<file path="src/rtl/hc_pkg.sv">
// Shared types and helpers for the Hamming SECDED decoder pipeline.
package hc_pkg;

  // Decoder classification of a received codeword
  typedef enum logic [1:0] {
    ERR_NONE   = 2'b00,
    ERR_CORR   = 2'b01,
    ERR_UNCORR = 2'b10,
    ERR_PAR    = 2'b11
  } err_type_e;

  // Full codeword width: data bits, Hamming check bits and the overall parity bit
  function automatic int cwWidth(input int dataWd, input int chkWd);
    return dataWd + chkWd + 1;
  endfunction

endpackage

</file>
<file path="src/rtl/hc_syndrome.sv">
// Combinational Hamming syndrome and overall-parity computation.
// Bits [N-1:0] of the codeword are Hamming positions 1..N; bit N is overall parity.
module hc_syndrome
  import hc_pkg::*;
#(
  parameter int DATA_WD = 4,
  parameter int CHK_WD  = 3
) (
  input  logic [cwWidth(DATA_WD, CHK_WD)-1:0] i_cw,
  output logic [CHK_WD-1:0]                   o_syndrome,
  output logic                                o_overall
);

  localparam int N = DATA_WD + CHK_WD;

  // Each syndrome bit covers every position whose index has that bit set
  always_comb begin
    o_syndrome = '0;
    for (int j = 1; j <= N; j++) begin
      for (int i = 0; i < CHK_WD; i++) begin
        if (((j >> i) & 1) == 1) begin
          o_syndrome[i] = o_syndrome[i] ^ i_cw[j-1];
        end
      end
    end
    o_overall = ^i_cw;
  end

endmodule

</file>
<file path="src/rtl/hc_secded_dec_pipe.sv">
// Two-stage pipelined Hamming SECDED decoder with valid/ready handshakes
// and saturating corrected/uncorrectable error counters.
module hc_secded_dec_pipe
  import hc_pkg::*;
#(
  parameter int DATA_WD = 4,
  parameter int CHK_WD  = 3,
  parameter int CNT_WD  = 16
) (
  input  logic                                i_clk,
  input  logic                                i_rst_n,
  input  logic                                i_valid,
  output logic                                o_ready,
  input  logic [cwWidth(DATA_WD, CHK_WD)-1:0] i_enc_data,
  output logic                                o_valid,
  input  logic                                i_ready,
  output logic [DATA_WD-1:0]                  o_dec_data,
  output logic [1:0]                          o_err_type,
  input  logic                                i_cnt_clr,
  output logic [CNT_WD-1:0]                   o_corr_cnt,
  output logic [CNT_WD-1:0]                   o_uncorr_cnt
);

  localparam int N  = DATA_WD + CHK_WD;
  localparam int CW = cwWidth(DATA_WD, CHK_WD);

  // Check bits must be able to name every position plus "no error"
  generate
    if ((2 ** CHK_WD) < (N + 1)) begin : gBadParams
      $error("hc_secded_dec_pipe: CHK_WD too small for DATA_WD");
    end
  endgenerate

  logic [CHK_WD-1:0]  inSyn;
  logic               inOvr;

  logic               s1Valid_q;
  logic [CW-1:0]      s1Cw_q;
  logic [CHK_WD-1:0]  s1Syn_q;
  logic               s1Ovr_q;

  logic               oValid_q;
  logic [DATA_WD-1:0] oData_q;
  err_type_e          oErr_q;

  logic [CNT_WD-1:0]  corrCnt_q, corrCnt_d;
  logic [CNT_WD-1:0]  uncorrCnt_q, uncorrCnt_d;

  logic               load2;
  logic               adv1;
  logic               outHs;
  err_type_e          errType_d;
  logic [CW-1:0]      fixedCw;
  logic [DATA_WD-1:0] decData_d;

  hc_syndrome #(
    .DATA_WD (DATA_WD),
    .CHK_WD  (CHK_WD)
  ) uSyndrome (
    .i_cw       (i_enc_data),
    .o_syndrome (inSyn),
    .o_overall  (inOvr)
  );

  assign load2   = !oValid_q || i_ready;
  assign adv1    = load2 || !s1Valid_q;
  assign outHs   = oValid_q && i_ready;
  assign o_ready = adv1;

  // Classify the stage-1 word, apply single-bit correction and gather data bits
  always_comb begin
    int k;
    errType_d = ERR_NONE;
    fixedCw   = s1Cw_q;
    decData_d = '0;
    k         = 0;
    if (s1Syn_q == '0) begin
      errType_d = s1Ovr_q ? ERR_PAR : ERR_NONE;
    end else if (int'(s1Syn_q) > N) begin
      errType_d = ERR_UNCORR;
    end else if (s1Ovr_q) begin
      errType_d = ERR_CORR;
      fixedCw   = s1Cw_q ^ (CW'(1) << (s1Syn_q - CHK_WD'(1)));
    end else begin
      errType_d = ERR_UNCORR;
    end
    for (int j = 1; j <= N; j++) begin
      if ((j & (j - 1)) != 0) begin
        if (k < DATA_WD) begin
          decData_d[k] = fixedCw[j-1];
        end
        k++;
      end
    end
  end

  // Stage 1: capture the codeword with its syndrome whenever the stage can advance
  always_ff @(posedge i_clk or negedge i_rst_n) begin
    if (!i_rst_n) begin
      s1Valid_q <= 1'b0;
      s1Cw_q    <= '0;
      s1Syn_q   <= '0;
      s1Ovr_q   <= 1'b0;
    end else if (adv1) begin
      s1Valid_q <= i_valid;
      if (i_valid) begin
        s1Cw_q  <= i_enc_data;
        s1Syn_q <= inSyn;
        s1Ovr_q <= inOvr;
      end
    end
  end

  // Stage 2: output register, frozen while downstream stalls
  always_ff @(posedge i_clk or negedge i_rst_n) begin
    if (!i_rst_n) begin
      oValid_q <= 1'b0;
      oData_q  <= '0;
      oErr_q   <= ERR_NONE;
    end else if (load2) begin
      oValid_q <= s1Valid_q;
      if (s1Valid_q) begin
        oData_q <= decData_d;
        oErr_q  <= errType_d;
      end
    end
  end

  // Counter next state: clear beats increment, counts saturate at all-ones
  always_comb begin
    corrCnt_d   = corrCnt_q;
    uncorrCnt_d = uncorrCnt_q;
    if (i_cnt_clr) begin
      corrCnt_d   = '0;
      uncorrCnt_d = '0;
    end else if (outHs) begin
      if ((oErr_q == ERR_CORR || oErr_q == ERR_PAR) && corrCnt_q != '1) begin
        corrCnt_d = corrCnt_q + CNT_WD'(1);
      end
      if (oErr_q == ERR_UNCORR && uncorrCnt_q != '1) begin
        uncorrCnt_d = uncorrCnt_q + CNT_WD'(1);
      end
    end
  end

  // Counter registers
  always_ff @(posedge i_clk or negedge i_rst_n) begin
    if (!i_rst_n) begin
      corrCnt_q   <= '0;
      uncorrCnt_q <= '0;
    end else begin
      corrCnt_q   <= corrCnt_d;
      uncorrCnt_q <= uncorrCnt_d;
    end
  end

  assign o_valid      = oValid_q;
  assign o_dec_data   = oData_q;
  assign o_err_type   = oErr_q;
  assign o_corr_cnt   = corrCnt_q;
  assign o_uncorr_cnt = uncorrCnt_q;

endmodule

</file>
<file path="config.mk">
export PLATFORM = sky130hd
export DESIGN_NAME = hc_secded_dec_pipe
export DESIGN_NICKNAME = d
export VERILOG_FILES = /design/src/rtl/hc_pkg.sv /design/src/rtl/hc_syndrome.sv /design/src/rtl/hc_secded_dec_pipe.sv
export SDC_FILE = /design/constraint.sdc
export NUM_CORES = 1
export LEC_CHECK = 0
export ABC_AREA = 1
export CORE_MARGIN = 3
export CORE_UTILIZATION = 36
export CTS_CLUSTER_DIAMETER = 60
export DETAILED_ROUTE_END_ITERATION = 12
export SLEW_MARGIN = 20
export SYNTH_ARGS = -nofsm -noshare
export SYNTH_HDL_FRONTEND = slang
export SYNTH_HIERARCHICAL = 1
export SYNTH_SLANG_ARGS = --single-unit
</file>
<file path="constraint.sdc">
create_clock -name i_clk -period 4.49 [get_ports i_clk]
set_input_delay 1.347 -clock i_clk [delete_from_list [all_inputs] [get_ports i_clk]]
set_output_delay 1.347 -clock i_clk [all_outputs]
set_load 0.05 [all_outputs]
</file>
Word level (Yosys, flattened, before mapping)

Index checks and enable logic that the tools add are counted.
W data, S select, Z words.

Add/subtract/negate cells: 3
Equal/unequal tests: 5
Shift-type cells: 1
Multiplexer cells: 11
Bitwise operators: 10
Reductions and logical operators: 17

Operators with widths:

| kind                    | number |
|---|---|
| $mux W16                | 6 |
| $add A16 B1 Y16 const B | 2 |
| $ne A16 B16 Y1 const B  | 2 |
| $mux W7                 | 2 |
| $xor A1 B1 Y1           | 9 |
| $reduce_and A2 Y1       | 4 |
| $reduce_xor A8 Y1       | 1 |
| $shl A1 B3 Y7 const A   | 1 |
| $xor A7 B7 Y7           | 1 |
| $mux W2                 | 3 |
| $reduce_bool A2 Y1      | 3 |
| $eq A2 B2 Y1 const B    | 2 |
| $logic_and A1 B1 Y1     | 3 |
| $logic_not A3 Y1        | 1 |
| $logic_or A1 B1 Y1      | 3 |
| $sub A3 B1 Y3 const B   | 1 |
| $eq A2 B1 Y1 const B    | 1 |
| $logic_not A1 Y1        | 2 |

Flip-flop bits (word level): 51
Input bits: 13
Output and inout port bits: 40

Logic depth before layout (Yosys ltp)

Word-level depth: 6
Gate-level depth with buffers: 10
Depth with buffers taken out: 10

Modules after synthesis

Netlist, hierarchy kept.

Modules (own cells, without submodules):

| module             | times used | cells an instance | area each (um2) |
|---|---|---|---|
| hc_secded_dec_pipe | 1          | 367               | 2,770.2 |
| hc_syndrome        | 1          | 46                | 244.0 |

Least setup slack after synthesis

Ideal clock, no wire load.

Path type: input -> output
From: input i_ready
To: output o_ready
Arrival: 1.807 ns
Data required time: 3.143 ns
Setup slack: 1.336 ns
Stages on the path: 2
Cells stage by stage: inv_1 -> nand3_1

Longest elaborated chain between the ends: 2

Ends and longest elaborated chain:

| what               | line                     | text |
|---|---|---|
| from (decl)        | hc_secded_dec_pipe.sv:16 | `input logic i_ready,` |
| $logic_or A1 B1 Y1 | hc_secded_dec_pipe.sv:65 | `assign load2 = !oValid_q \|\| i_ready;` |
| $logic_or A1 B1 Y1 | hc_secded_dec_pipe.sv:66 | `assign adv1 = load2 \|\| !s1Valid_q;` |
| to (decl)          | hc_secded_dec_pipe.sv:13 | `output logic o_ready,` |

No other way between the ends.

Worst setup path after layout

Same ends and word-level chain as after synthesis.

==> reports/metrics.yaml <==
ff2ff_setup_slack_ns: 2.48
cts_tree: "built"
drt_iter0_markers: 86
first_global_vias: 2687
post-route-min-period_ns: 3.58
drt_pass1_iterations: 4
clkSinkCount: 48
wire_per_inst_um: 12.2
cts_resized: 0
power_density_nw_per_um2: 290
required_ns: 3.14
avgSynthCellArea_um2: 7.30
nets: 478
io_pins: 53
worstReg2RegEnd: "o_uncorr_cnt[8]"
die_h_um: 97.5
clkPwrFrac_pct: 23.2
placed_area_um2: 3600
path_class: "in -> out"
p_total_uw: 1070
synth_cells: 413
grt_usage_pct: 15.3
htreeDepth: 2
die-width_um: 97.5
synth_top_area_cell: "dfrtp_1"
clockRootBuffer: "clkbuf_8"
drtAntennaViolNets: 0
io_buffers: 52
syn2layout_area_growth_pct: 22.0
maxCapViolations: 0
min_from: "o_dec_data[2]"
cts_hold_buf: 0
antenna_found_initial: 0
dieArea_um2: 9510
drive_gt1_share_pct: 6.91
yosysWarnings: 6
core_um2: 7930
intPower_uw: 681
clk_path_buf_depth: 2
arrival_ns: 2.23
cp-start-kind: "input pin"
sw_frac_of_total_pct: 36.1
hold_viol_final: 0
grt_max_degree: 29
finClkSkew_ns: 0.00786
grt_pass1_wl_um: 12300
start_util_pct: 38.0
hold_class: "reg -> reg"
ys.flop_type: "dfrtp_1"
multiInputGateArea_um2: 1610
vias: 2715
finalMaxSlewViolations: 0
postLayoutSetupSlackWorst_ns: 0.913
post-dp-hpwl_um: 5160
dp_worst_setup_slack_ns: 0.909
ir_worst_vdd_uv: 112
slew_headroom_pct: 53.0
synth_nets: 428
via_per_inst: 4.81
row_count: 32
utilization_pct: 46.4
yosys_register_bits: 48
p_seq_share_pct: 47.5
r2r_start: "o_uncorr_cnt[0]"
synth.distinct_cells: 29
clk_latency_ns: 0.30
fin_setup_tns_ns: 0
syn_area_um2: 3010
cts.clk_slew.worst_paths_ns: 0.08
synth_top_area_share_pct: 39.9
hold_path_depth: 2
num-fill-cells: 802
rsz0062_at_grt: "false"
wirelength_um: 6910
min_to: "o_dec_data[2]"
synth.area.top_cells: "dfrtp_1 40%, nand2_1 20%, nor2_1 5.5%"
synth_edf_count: 0
grt_overflow_total: 0
leakagePower_uw: 0.00161
numCtsBuffers: 5
worst_pin_slew_ns: 0.703
crit_path_max_fanout: 3
ys_seq_area_share_pct: 39.9
diodes: 0
reg2reg_depth: 8
post-route-period-util_pct: 79.7
gp_congestion: 0.848
final_area_um2: 3680
synthArstFlopShare_pct: 100
power.switching_uw: 385
cp-end-kind: "output pin"
pwr-share-comb_pct: 29.4
outcome: "finished clean"
remaining_drc_errors: 0
fmax_mhz: 280
setup_viol: 0
register_area_um2: 1200
cts_setup_buffers: 0
[sequential cells by signal (all words and copies together), names as in the netlist]
name	cells
s1Ovr_q	1
s1Syn_q	3
o_corr_cnt	16
s1Cw_q	4
o_uncorr_cnt	16
o_valid	1
s1Valid_q	1
o_dec_data	4
o_err_type	2
[placed cells by master, fill, tap and decap left out, types with 4 or more instances in the layout]
cell type / n
a21oi_1: 4
clkbuf_8: 5
clkdlybuf4s50_1: 50
dfrtp_1: 48
inv_1: 33
mux2_2: 4
nand2_1: 161
nand3_1: 16
nand4_1: 26
nor2_1: 44
nor2_4: 6
o21ai_0: 13
o21bai_1: 8
xnor2_1: 9
xor2_1: 14
[worst max path at each step]
stage | start | endpoint | slack, ns | cells after the start
floorplan | i_ready | o_ready | 1.34 | 2
global placement | i_ready | o_ready | 0.94 | 4
detailed placement | i_ready | o_ready | 0.91 | 4
CTS | i_ready | o_ready | 0.91 | 4
global route | i_ready | o_ready | 0.85 | 4
finish | i_ready | o_ready | 0.91 | 4
[cell families (layout without fill, tap and decap cells)]
group,after synthesis,in the layout,synth area share [%]
and+or+nand+nor,263,263,38.6
DFF,48,48,39.9
muxes,4,4,1.49
AOI/OAI and AO/OA,26,26,5.36
xor gates and xnor gates,24,24,7.22
buffers and inverters,46,96,6.64
adders and majority gates,2,2,0.830
[metal layers]
layer | vias up | GRT usage (%) | part of all wire, %
li1 | 1410 | - | -
met1 | 1249 | 19.8 | 47
met2 | 51 | 26.3 | 48
met3 | 5 | 3.52 | 4.1
met4 | 0 | 2.56 | 0.71
met5 | - | 0 | 0
[metrics by stage]
stage,cells,hold WS (ns)
after detailed placement,558,0.481
after CTS,565,0.503
after floorplan,413,0.500
after global placement,558,0.475
after global routing,565,0.538
final,565,0.493
[cell type report]
type / count / share of cell area, %
timing repair buffer: 53 / 14.2
inverter: 36 / 3.71
clock buffer: 6 / 1.97
clock inverter: 1 / 0.136
tap: 102 / 3.47
multi-input combinational: 319 / 43.9
sequential: 48 / 32.7
[worst max-delay path: stages]
cell	delay [ns]
clkdlybuf4s50_1	0.50
inv_1	0.06
nand3_1	0.11
buf_4	0.22
[cells in the mapped netlist, types with 3 or more instances]
| cell | count |
|---|---|
| mux2_2 | 4 |
| inv_1 | 33 |
| xor2_1 | 14 |
| nand2_1 | 161 |
| xnor2_1 | 9 |
| nand2_2 | 3 |
| nand3_1 | 16 |
| a21oi_1 | 4 |
| buf_2 | 3 |
| nor2_1 | 44 |
| dfrtp_1 | 48 |
| nand4_1 | 26 |
| nor2_4 | 6 |
| o21ai_0 | 13 |
| o21bai_1 | 8 |
[power by group through the flow]
stage | sequential, uW | clock (uW) | combinational, uW
finish | 506 | 247 | 313
global route | 514 | 279 | 341
CTS | 508 | 259 | 318
detailed placement | 516 | 0 | 318
global placement | 515 | 0 | 315
floorplan | 601 | 0 | 127
(Power assumes the default switching activity.)
==> RTL edit, RTL diff (same settings) <==
Reset style: synchronous (`i_rst_n`), changed in 3 clocked blocks.
--- a/src/rtl/hc_secded_dec_pipe.sv
+++ b/src/rtl/hc_secded_dec_pipe.sv
@@ -95,7 +95,7 @@
   end
 
   // Stage 1: capture the codeword with its syndrome whenever the stage can advance
-  always_ff @(posedge i_clk or negedge i_rst_n) begin
+  always_ff @(posedge i_clk) begin
     if (!i_rst_n) begin
       s1Valid_q <= 1'b0;
       s1Cw_q    <= '0;
@@ -112,7 +112,7 @@
   end
 
   // Stage 2: output register, frozen while downstream stalls
-  always_ff @(posedge i_clk or negedge i_rst_n) begin
+  always_ff @(posedge i_clk) begin
     if (!i_rst_n) begin
       oValid_q <= 1'b0;
       oData_q  <= '0;
@@ -144,7 +144,7 @@
   end
 
   // Counter registers
-  always_ff @(posedge i_clk or negedge i_rst_n) begin
+  always_ff @(posedge i_clk) begin
     if (!i_rst_n) begin
       corrCnt_q   <= '0;
       uncorrCnt_q <= '0;
Function: differs if i_rst_n is asserted again (counterexample within 4 cycles, from zero or initial values and one cycle with i_rst_n low); with i_rst_n held inactive, the same outputs for 10 cycles.
==> RTL edit against the unedited design <==
- sequential cell count did not move
- hold slack worse by 10 ps
- final area is 5.4% lower
- synthesized area decreased by 6.6%
- cell count increased by 3.5%
- global-route usage decreased by 0.14 points
- clock skew is 3.1 ps lower
- non-clock buffer count did not move
- core utilization rose by 0.58 points
- setup slack improved by 39 ps
- wire length is 7.2% lower
- first-iteration DRC count rose by 12%
Power is not compared: it rests on default switching activity, and its combinational part moved more than twofold at a synthesized area within 25%.
==> RTL edit: results <==
metrics = {
    "placed_design": {
        "place_hpwl_mm": 4.83,
        "dp_cells": 578,
    },
    "synth": {
        "synth_xor_area_frac": 0.0804,
        "ys_top_cells_by_count": "nand2_1, nor2_1, dfxtp_1, inv_1, a21oi_1",
        "synth_fa_ha_area_frac": 0.00889,
        "muxShareOfSynthArea": 0,
        "synth.area.top_cells": "dfxtp_1, nand2_1, nor2_1, inv_1, a21oi_1",
        "synth_compound_area_frac": 0.0947,
        "async_reset_ff_frac": 0,
        "synth_fp_nets": 452,
        "synthesis.instances": 437,
        "ys_types": 27,
        "yosysSeqAreaShare": 0.341,
    },
    "worst_setup_path": {
        "worstPathArrival_ps": 2190,
        "r2r-end": "o_corr_cnt[14]",
        "reg2reg_from": "o_corr_cnt[1]",
    },
    "min_path": {
        "hold_start": "o_uncorr_cnt[14]",
        "min_delay_worst_endpoint": "o_uncorr_cnt[14]",
    },
    "final_layout": {
        "nFillCells": 810,
        "layout.cells.non_filler": 585,
    },
    "drt": {
        "vias": 2718,
        "drtIter0Drc": 96,
    },
    "timing": {
        "hold_slack_ps": 483,
        "finClkSkew_ps": 4.74,
        "max_slew_margin": 0.437,
    },
    "global_route": {
        "grt_max_degree": 25,
    },
    "outcome": {
        "outcome": "finished clean",
    },
}
[RTL edit: cell types whose count changed in the layout (fill, tap and decap cells not counted), sizes merged, moves of 2 or more]
cell	unedited run	this run
a21oi	4	29
dfrtp	48	0
dfxtp	0	48
inv	35	47
mux2	4	0
nand2	165	146
nand3	16	20
nand4	26	13
nor2	53	65
nor3	0	8
o21ai	14	22
o21bai	8	0
xnor2	10	13
xor2	14	12
[RTL edit: worst max path at each step]
stage                       start  depth (start not counted)         endpoint  slack [ps]
after floorplan           i_ready                          2          o_ready        1340
after global placement    i_ready                          4          o_ready         960
after detailed placement  i_rst_n                          5  o_uncorr_cnt[5]         840
after CTS                 i_ready                          4          o_ready         950
after global routing      i_rst_n                          5  o_uncorr_cnt[2]         870
final                     i_ready                          4          o_ready         950
[RTL edit: critical path, stage by stage]
cell and delay [ps]:
clkdlybuf4s50_1 470, inv_1 50, nand3_1 100, buf_4 220
[RTL edit: per-stage QoR]
stage,util,total power (uW),cell area [um2]
2_1_floorplan,-,518,2820
5_1_grt,0.470,821,3480
3_5_place_dp,0.459,549,3400
4_1_cts,0.470,791,3480
6_report,0.470,782,3480
3_3_place_gp,0.459,548,3400
[RTL edit: routing by layer]
metal,GRT usage,up-vias,share of wire
met5,0,-,0
met4,0.0397,0,0.0098
met3,0.0319,5,0.046
met2,0.266,59,0.46
met1,0.187,1184,0.48
li1,-,1470,-
[RTL edit: area by class of cell]
class	count	area [um2]	area share
multi-input combinational	331	1610	0.464
sequential	48	961	0.276
timing repair buffer	53	526	0.151
inverter	47	176	0.0507
tap	99	124	0.0356
clock buffer	6	72.6	0.0209
clock inverter	1	5.00	0.00144
